--- config.mk ---
export PLATFORM = sky130hd
export DESIGN_NAME = conv_ctrl_gen
export DESIGN_NICKNAME = d
export VERILOG_FILES = /design/src/rtl/conv_ctrl_gen.sv
export SDC_FILE = /design/constraint.sdc
export NUM_CORES = 1
export LEC_CHECK = 0
export ABC_CLOCK_PERIOD_IN_PS = 4700
export BUFFER_PORTS_ARGS = -buffer_cell sky130_fd_sc_hd__buf_2
export CORE_MARGIN = 3
export CORE_UTILIZATION = 40
export CTS_BUF_LIST = sky130_fd_sc_hd__clkbuf_8
export CTS_CLUSTER_SIZE = 8
export DETAILED_ROUTE_END_ITERATION = 10
export GPL_TIMING_DRIVEN = 0
export MAX_ROUTING_LAYER = met4
export PLACE_DENSITY = 0.71
export SLEW_MARGIN = 10
export SYNTH_ARGS = -nofsm -noshare
export SYNTH_HDL_FRONTEND = slang
export SYNTH_SLANG_ARGS = --single-unit
--- constraint.sdc ---
create_clock -name clk -period 4.7 [get_ports clk]
set_clock_uncertainty 0.15 [all_clocks]
set_input_delay 0.705 -clock clk [delete_from_list [all_inputs] [get_ports clk]]
set_output_delay 0.705 -clock clk [all_outputs]
set_load 0.05 [all_outputs]
--- src/rtl/conv_ctrl_gen.sv ---
// rtl/conv_ctrl_gen.sv - runtime-configurable KxK convolution DRAM sequencer
//
// Purpose: fetches layer parameters, validates them, then walks kernels,
// input-map windows (full and shift-in) and output partial-sum
// read-modify-write for every input channel of one layer.
// Ports:
//   clk, srstn           clock, asynchronous active-low reset
//   start, mem_stall     layer start pulse, DRAM not-ready freeze
//   data_in              DRAM read data (cycle after an unstalled read)
//   addr_in/addr_out     DRAM read/write address
//   dram_en_rd/wr        read/write strobes
//   busy, done, err      handshake and parameter-error flag
//   en_ld_knl, en_ld_ifmap, ifmap_shift, psum_first   datapath qualifiers
//   num_knls, knl_dim    latched kernel count and kernel dimension
//   cnt_ofmap_chnl_ff    output channel of the current write
module conv_ctrl_gen #(
  parameter int DATA_WIDTH = 32,
  parameter int ADDR_WIDTH = 18,
  parameter int DIM_WIDTH  = 5,
  parameter int CHNL_WIDTH = 4,
  parameter int KNL_MAX    = 7,
  parameter int PARAM_BASE = 0,
  parameter int WTS_BASE   = 64,
  parameter int IFMAP_BASE = 65536,
  parameter int OFMAP_BASE = 131072
) (
  input  logic                  clk,
  input  logic                  srstn,
  input  logic                  start,
  input  logic                  mem_stall,
  input  logic [DATA_WIDTH-1:0] data_in,
  output logic [ADDR_WIDTH-1:0] addr_in,
  output logic [ADDR_WIDTH-1:0] addr_out,
  output logic                  dram_en_rd,
  output logic                  dram_en_wr,
  output logic                  busy,
  output logic                  done,
  output logic                  err,
  output logic                  en_ld_knl,
  output logic                  en_ld_ifmap,
  output logic                  ifmap_shift,
  output logic                  psum_first,
  output logic [CHNL_WIDTH:0]   num_knls,
  output logic [2:0]            knl_dim,
  output logic [CHNL_WIDTH-1:0] cnt_ofmap_chnl_ff
);
  localparam int AW  = ADDR_WIDTH;
  localparam int CW1 = CHNL_WIDTH + 1;
  localparam int CNW = CHNL_WIDTH + 2;
  localparam int DW1 = DIM_WIDTH + 1;
  localparam int DW2 = DIM_WIDTH + 2;

  localparam logic [2:0] IDLE          = 3'd0;
  localparam logic [2:0] LD_PARAM      = 3'd1;
  localparam logic [2:0] CHECK         = 3'd2;
  localparam logic [2:0] LD_KNLS       = 3'd3;
  localparam logic [2:0] LD_IFMAP_FULL = 3'd4;
  localparam logic [2:0] LD_IFMAP_PART = 3'd5;
  localparam logic [2:0] CONV          = 3'd6;
  localparam logic [2:0] DONE          = 3'd7;

  logic [2:0]       state;
  logic [6:0]       cnt_in;   // param word / weight index / dy
  logic [CNW-1:0]   cnt_out;  // kernel id / dx / CONV cycle
  logic [CW1-1:0]   chnl, depth;
  logic [DW1-1:0]   height, width, base_x, base_y;
  logic [1:0]       stride;
  logic             param_vld;
  logic [2:0]       param_idx;

  logic [5:0]       kk;
  logic [6:0]       kk_last;
  logic [2:0]       k_last;
  logic [CNW-1:0]   nk_ext, knl_last, wr_ochnl;
  logic [DW1-1:0]   pix_x, pix_y, ox, oy;
  logic [DW2-1:0]   x_end, y_end;
  logic             param_bad, rd_req, wr_req;
  logic [AW-1:0]    rd_addr, wr_addr;
  logic             unused_ok;

  assign kk       = 6'(knl_dim) * 6'(knl_dim);
  assign kk_last  = {1'b0, kk} - 7'd1;
  assign k_last   = knl_dim - 3'd1;
  assign nk_ext   = {1'b0, num_knls};
  assign knl_last = nk_ext - CNW'(1);
  assign wr_ochnl = cnt_out - CNW'(1);
  assign pix_y    = base_y + DW1'(cnt_in);
  assign pix_x    = base_x + DW1'(cnt_out);
  // Output coordinates: stride is 1 or 2 once validated.
  assign oy       = (stride == 2'd2) ? (base_y >> 1) : base_y;
  assign ox       = (stride == 2'd2) ? (base_x >> 1) : base_x;
  assign x_end    = DW2'(base_x) + DW2'(stride) + DW2'(knl_dim);
  assign y_end    = DW2'(base_y) + DW2'(stride) + DW2'(knl_dim);

  assign param_bad = (knl_dim == 3'd0) || (32'(knl_dim) > KNL_MAX) ||
                     ((stride != 2'd1) && (stride != 2'd2)) ||
                     (DW1'(knl_dim) > height) || (DW1'(knl_dim) > width) ||
                     (num_knls == '0) || (depth == '0) ||
                     (32'(num_knls) > (1 << CHNL_WIDTH)) ||
                     (32'(depth) > (1 << CHNL_WIDTH));

  always_comb begin
    rd_req  = 1'b0;
    rd_addr = '0;
    case (state)
      LD_PARAM: begin
        rd_req  = (cnt_in < 7'd6);
        rd_addr = AW'(PARAM_BASE) + AW'(cnt_in);
      end
      LD_KNLS: begin
        rd_req  = 1'b1;
        rd_addr = AW'(WTS_BASE) +
                  AW'({cnt_out[CHNL_WIDTH-1:0], chnl[CHNL_WIDTH-1:0], cnt_in[5:0]});
      end
      LD_IFMAP_FULL, LD_IFMAP_PART: begin
        rd_req  = 1'b1;
        rd_addr = AW'(IFMAP_BASE) +
                  AW'({chnl[CHNL_WIDTH-1:0], pix_y[DIM_WIDTH-1:0], pix_x[DIM_WIDTH-1:0]});
      end
      CONV: begin
        rd_req  = (cnt_out < nk_ext);
        rd_addr = AW'(OFMAP_BASE) +
                  AW'({cnt_out[CHNL_WIDTH-1:0], oy[DIM_WIDTH-1:0], ox[DIM_WIDTH-1:0]});
      end
      default: ;
    endcase
  end

  // Write of cycle i targets the psum read in cycle i-1.
  assign wr_req  = (state == CONV) && (cnt_out != '0);
  assign wr_addr = AW'(OFMAP_BASE) +
                   AW'({wr_ochnl[CHNL_WIDTH-1:0], oy[DIM_WIDTH-1:0], ox[DIM_WIDTH-1:0]});

  assign dram_en_rd        = rd_req && !mem_stall;
  assign dram_en_wr        = wr_req && !mem_stall;
  assign addr_in           = rd_req ? rd_addr : '0;
  assign addr_out          = wr_req ? wr_addr : '0;
  assign cnt_ofmap_chnl_ff = wr_req ? wr_ochnl[CHNL_WIDTH-1:0] : '0;
  assign psum_first        = (state == CONV) && (chnl == '0);
  assign busy              = (state != IDLE) && (state != DONE);
  assign done              = (state == DONE);
  assign unused_ok = &{1'b0, data_in, pix_x[DIM_WIDTH], pix_y[DIM_WIDTH],
                       ox[DIM_WIDTH], oy[DIM_WIDTH], wr_ochnl[CNW-1:CHNL_WIDTH]};

  always_ff @(posedge clk or negedge srstn) begin
    if (!srstn) begin
      state       <= IDLE;
      cnt_in      <= '0;
      cnt_out     <= '0;
      chnl        <= '0;
      base_x      <= '0;
      base_y      <= '0;
      num_knls    <= '0;
      depth       <= '0;
      height      <= '0;
      width       <= '0;
      knl_dim     <= '0;
      stride      <= '0;
      err         <= 1'b0;
      en_ld_knl   <= 1'b0;
      en_ld_ifmap <= 1'b0;
      ifmap_shift <= 1'b0;
      param_vld   <= 1'b0;
      param_idx   <= '0;
    end else begin
      // Load qualifiers follow issued reads even through a stall: the word
      // of an issued read always arrives on the next cycle.
      en_ld_knl   <= dram_en_rd && (state == LD_KNLS);
      en_ld_ifmap <= dram_en_rd && ((state == LD_IFMAP_FULL) || (state == LD_IFMAP_PART));
      ifmap_shift <= dram_en_rd && (state == LD_IFMAP_PART);
      param_vld   <= dram_en_rd && (state == LD_PARAM);
      param_idx   <= cnt_in[2:0];
      if (param_vld) begin
        case (param_idx)
          3'd0: num_knls <= data_in[CHNL_WIDTH:0];
          3'd1: depth    <= data_in[CHNL_WIDTH:0];
          3'd2: height   <= data_in[DIM_WIDTH:0];
          3'd3: width    <= data_in[DIM_WIDTH:0];
          3'd4: knl_dim  <= data_in[2:0];
          3'd5: stride   <= data_in[1:0];
          default: ;
        endcase
      end
      case (state)
        IDLE: if (start) begin
          state   <= LD_PARAM;
          err     <= 1'b0;
          cnt_in  <= '0;
          cnt_out <= '0;
          chnl    <= '0;
          base_x  <= '0;
          base_y  <= '0;
        end
        DONE: state <= IDLE;
        default: if (!mem_stall) begin
          case (state)
            LD_PARAM: begin
              // Word 5 is latched on the same edge that enters CHECK.
              if (cnt_in == 7'd6) begin
                state  <= CHECK;
                cnt_in <= '0;
              end else begin
                cnt_in <= cnt_in + 7'd1;
              end
            end
            CHECK: begin
              cnt_in  <= '0;
              cnt_out <= '0;
              if (param_bad) begin
                state <= DONE;
                err   <= 1'b1;
              end else begin
                state <= LD_KNLS;
              end
            end
            LD_KNLS: begin
              if (cnt_in == kk_last) begin
                cnt_in <= '0;
                if (cnt_out == knl_last) begin
                  cnt_out <= '0;
                  base_x  <= '0;
                  base_y  <= '0;
                  state   <= LD_IFMAP_FULL;
                end else begin
                  cnt_out <= cnt_out + CNW'(1);
                end
              end else begin
                cnt_in <= cnt_in + 7'd1;
              end
            end
            LD_IFMAP_FULL, LD_IFMAP_PART: begin
              if (cnt_in == 7'(k_last)) begin
                cnt_in <= '0;
                if (cnt_out == CNW'(k_last)) begin
                  cnt_out <= '0;
                  state   <= CONV;
                end else begin
                  cnt_out <= cnt_out + CNW'(1);
                end
              end else begin
                cnt_in <= cnt_in + 7'd1;
              end
            end
            CONV: begin
              if (cnt_out == nk_ext) begin
                cnt_in <= '0;
                if (x_end <= DW2'(width)) begin
                  base_x  <= base_x + DW1'(stride);
                  cnt_out <= CNW'(knl_dim) - CNW'(stride);
                  state   <= LD_IFMAP_PART;
                end else if (y_end <= DW2'(height)) begin
                  base_x  <= '0;
                  base_y  <= base_y + DW1'(stride);
                  cnt_out <= '0;
                  state   <= LD_IFMAP_FULL;
                end else if ((chnl + CW1'(1)) < depth) begin
                  chnl    <= chnl + CW1'(1);
                  base_x  <= '0;
                  base_y  <= '0;
                  cnt_out <= '0;
                  state   <= LD_KNLS;
                end else begin
                  cnt_out <= '0;
                  state   <= DONE;
                end
              end else begin
                cnt_out <= cnt_out + CNW'(1);
              end
            end
            default: ;
          endcase
        end
      endcase
    end
  end
endmodule
==> impl_metrics.json <==
{
  "drive_gt1_share_pct": 15.08,
  "tritoncts": "yes",
  "syn_avg_cell_area_sq_um": 8.352,
  "die_w_microns": 129.2,
  "synth_cell_types": 55,
  "synth_xor_area_share_pct": 7.068,
  "yosys_warnings": 0,
  "grt_usage_pct": 22.19,
  "ir_worst_vdd_mv": 0.5862,
  "final-hold-violation-count": 0,
  "utilization_pct": 47.21,
  "instances_no_fill": 993,
  "antenna_cells": 0,
  "worst_setup_path_start_kind": "flop",
  "ys_seq_area_share_pct": 28.02,
  "synthTopCellsByArea": "dfrtp_1 (28%), ha_1 (13%), nand2_1 (5.0%)",
  "r2r_slack_ns": 0.22,
  "power.total_mw": 5.252,
  "htreeDepth": 3,
  "synth-seq-cells": 68,
  "yosys.area_share.simple_pct": 18.40,
  "ys_async_sr_fraction_pct": 100.0,
  "grt_pass1_wl_microns": 27990,
  "area_growth_pct": 14.28,
  "coreArea_sq_um": 14700,
  "synth_common_cells": "nand2_1 (81), dfrtp_1 (68), ha_1 (64), inv_1 (61), nor2_1 (48)",
  "die_y_microns": 129.2,
  "powerDensity_nw_per_um2": 756.8,
  "routed_wirelength_microns": 17630,
  "ios": 93,
  "antenna_found_initial": 0,
  "finalCritPeriodShare_pct": 95.30,
  "vias_per_cell": 5.610,
  "synth_mux_area_share_pct": 5.110,
  "yosys.area_share.adder_pct": 16.81,
  "drtIter0Drc": 472,
  "die_area_sq_um": 16690,
  "dp_cells": 977,
  "synth_top_family_by_area": "simple AND/OR/NAND/NOR gates",
  "grt_pass1_vias": 5165,
  "yosysMostFrequentCell": "nand2_1",
  "hold_path.class": "in -> async",
  "postSynthCellCount": 727,
  "synth_top_flop_cell": "dfrtp_1",
  "timing.fmax_mhz": 223.3,
  "synth_compound_area_share_pct": 17.47,
  "leakage_nw": 3.319,
  "yosys.area.top_type_share_pct": 28.02,
  "rr_worst_depth": 17,
  "cp.arrival_ns": 4.65,
  "clockBufferDepth": 2,
  "final_antenna_net_count": 0,
  "yosys.area.top_type": "dfrtp_1",
  "clock_sinks": 68,
  "hpwl_microns": 13450,
  "path_class": "reg -> reg",
  "cts_buffers": 9,
  "setup_violations": 0,
  "root_buffer": "clkbuf_8",
  "clk_pin_slew_ns": 0.08,
  "insertion_delay_ns": 0.38,
  "rsz0062_at_grt": "no",
  "worst_pin_slew_ns": 1.097,
  "final_design_area_no_fill_sq_um": 6939,
  "start_util_pct": 41.31,
  "r2r_start": "knl_dim[1]",
  "synth_area_sq_um": 6072,
  "rr_endpoint": "cnt_out[2]",
  "place.gp.congestion": 0.9866,
  "slew_headroom_pct": 26.68,
  "grt_max_degree": 45,
  "wl_per_cell_microns": 17.76,
  "final_nets": 916,
  "critPathMaxFanout": 11,
  "vias": 5571,
  "synth_edf_count": 0,
  "max_cap_viol_count": 0,
  "finalCriticalPeriod_ns": 4.479,
  "port-buffer-count": 62,
  "grt_overflow": 0,
  "nFillCells": 1438,
  "drt-pass1-iter-count": 6,
  "critPathCaptureType": "flop",
  "place_area_sq_um": 6678,
  "slew_violations": 0,
  "worstPathRequired_ns": 4.87,
  "status": "complete, no violations",
  "rows": 44,
  "route.detailed.drc": 0
}
critical path, stage by stage (launching register included):
cell and delay, ns:
dfrtp_2 0.56, clkinvlp_4 0.21, fa_1 0.49, inv_1 0.07
ha_1 0.17, inv_1 0.06, fa_1 0.40, nor2b_1 0.12
o21ai_0 0.10, xnor2_1 0.16, ha_1 0.29, nand3_1 0.11
nor2_1 0.18, nor2_1 0.12, nor4_2 0.74, nand3_1 0.21
nand2_1 0.12, a32o_1 0.15
how the worst max path moves through the flow:
stage / start / end / slack, ns
3_3_place_gp: knl_dim[1] / chnl[0] / -0.73
2_1_floorplan: knl_dim[1] / chnl[0] / 0.005
5_1_grt: knl_dim[1] / base_y[0] / 0.02
3_5_place_dp: knl_dim[1] / chnl[4] / -0.29
6_report: knl_dim[1] / cnt_out[2] / 0.22
4_1_cts: knl_dim[1] / chnl[4] / 0.06
cell usage in the layout (no fill, tap or decap), drive strengths merged, types with 4 or more instances in the layout:
master,n
conb,4
a22oi,8
xor2,16
nand2,81
nor2b,16
a32o,5
and3,5
ha,64
nand3,28
nor4,6
inv,61
o211ai,9
a211oi,6
xnor2,33
a21o,12
dfrtp,68
mux2i,13
nor2,48
nand2b,9
a31oi,13
o21ai,45
buf,79
a22o,4
mux2,16
nor3,19
clkbuf,38
nand4,6
a21oi,38
or3,4
and2,4
fa,11
cell type report:
| cell class | instances | area, sq um | share of cell area [%] |
|---|---|---|---|
| clock inverters | 5 | 77.57 | 1.118 |
| plain buffers | 42 | 195.2 | 2.813 |
| well taps | 184 | 230.2 | 3.318 |
| inverters | 61 | 232.7 | 3.354 |
| flip-flops and latches | 68 | 1704 | 24.56 |
| multi-input cells | 558 | 4006 | 57.74 |
| clock buffers | 10 | 137.6 | 1.983 |
| repair buffers | 65 | 355.3 | 5.121 |
state kept, by name, indices dropped and copies added, names as in the netlist, 2 cells and up:
register / cells
depth: 5
cnt_in: 7
knl_dim: 3
state: 3
cnt_out: 6
num_knls: 5
base_x: 6
height: 6
stride: 2
width: 6
param_idx: 3
base_y: 6
chnl: 5
cells by family after synthesis:
| group | count (synthesis) |
|---|---|
| AND/OR/NAND/NOR | 237 |
| other | 1 |
| adder cells (fa/ha/maj) | 75 |
| multiplexers | 29 |
| AO/OA/AOI/OAI | 164 |
| flip-flops | 68 |
| XOR/XNOR | 49 |
| buffers and inverters | 104 |
routing by layer:
| layer | GRT usage (%) | share of wire [%] |
|---|---|---|
| met1 | 31.18 | 46 |
| met4 | 6.733 | 2.6 |
| met5 | - | 0 |
| met2 | 32.35 | 45 |
| met3 | 4.411 | 6.6 |
report_power, final:
group | total [mW] | switching [mW] | leakage, nW | internal, mW
Sequential | 1.03 | 0.272 | 0.814 | 0.761
Clock | 0.565 | 0.256 | 0.114 | 0.309
Combinational | 3.65 | 2.42 | 2.39 | 1.23
Total | 5.25 | 2.95 | 3.32 | 2.30
timing repair:
item / in CTS / in global routing
resized for setup: 4 / 6
setup endpoints to repair: 20 / 10
setup buffers: 0 / 2
hold buffers: 0 / 0
pin swaps: 0 / 1
stage by stage:
stage                     setup slack [ns]  hold slack [ns]  setup TNS (ns)
final                               0.2209          0.08454               0
after global routing               0.02170           0.1060               0
after CTS                          0.05801          0.09750               0
after detailed placement           -0.2863           0.2825          -2.558
after global placement             -0.7338           0.2802          -12.01
after floorplan                   0.004936           0.2281               0
Note: power is estimated with default switching activity, not from simulation.
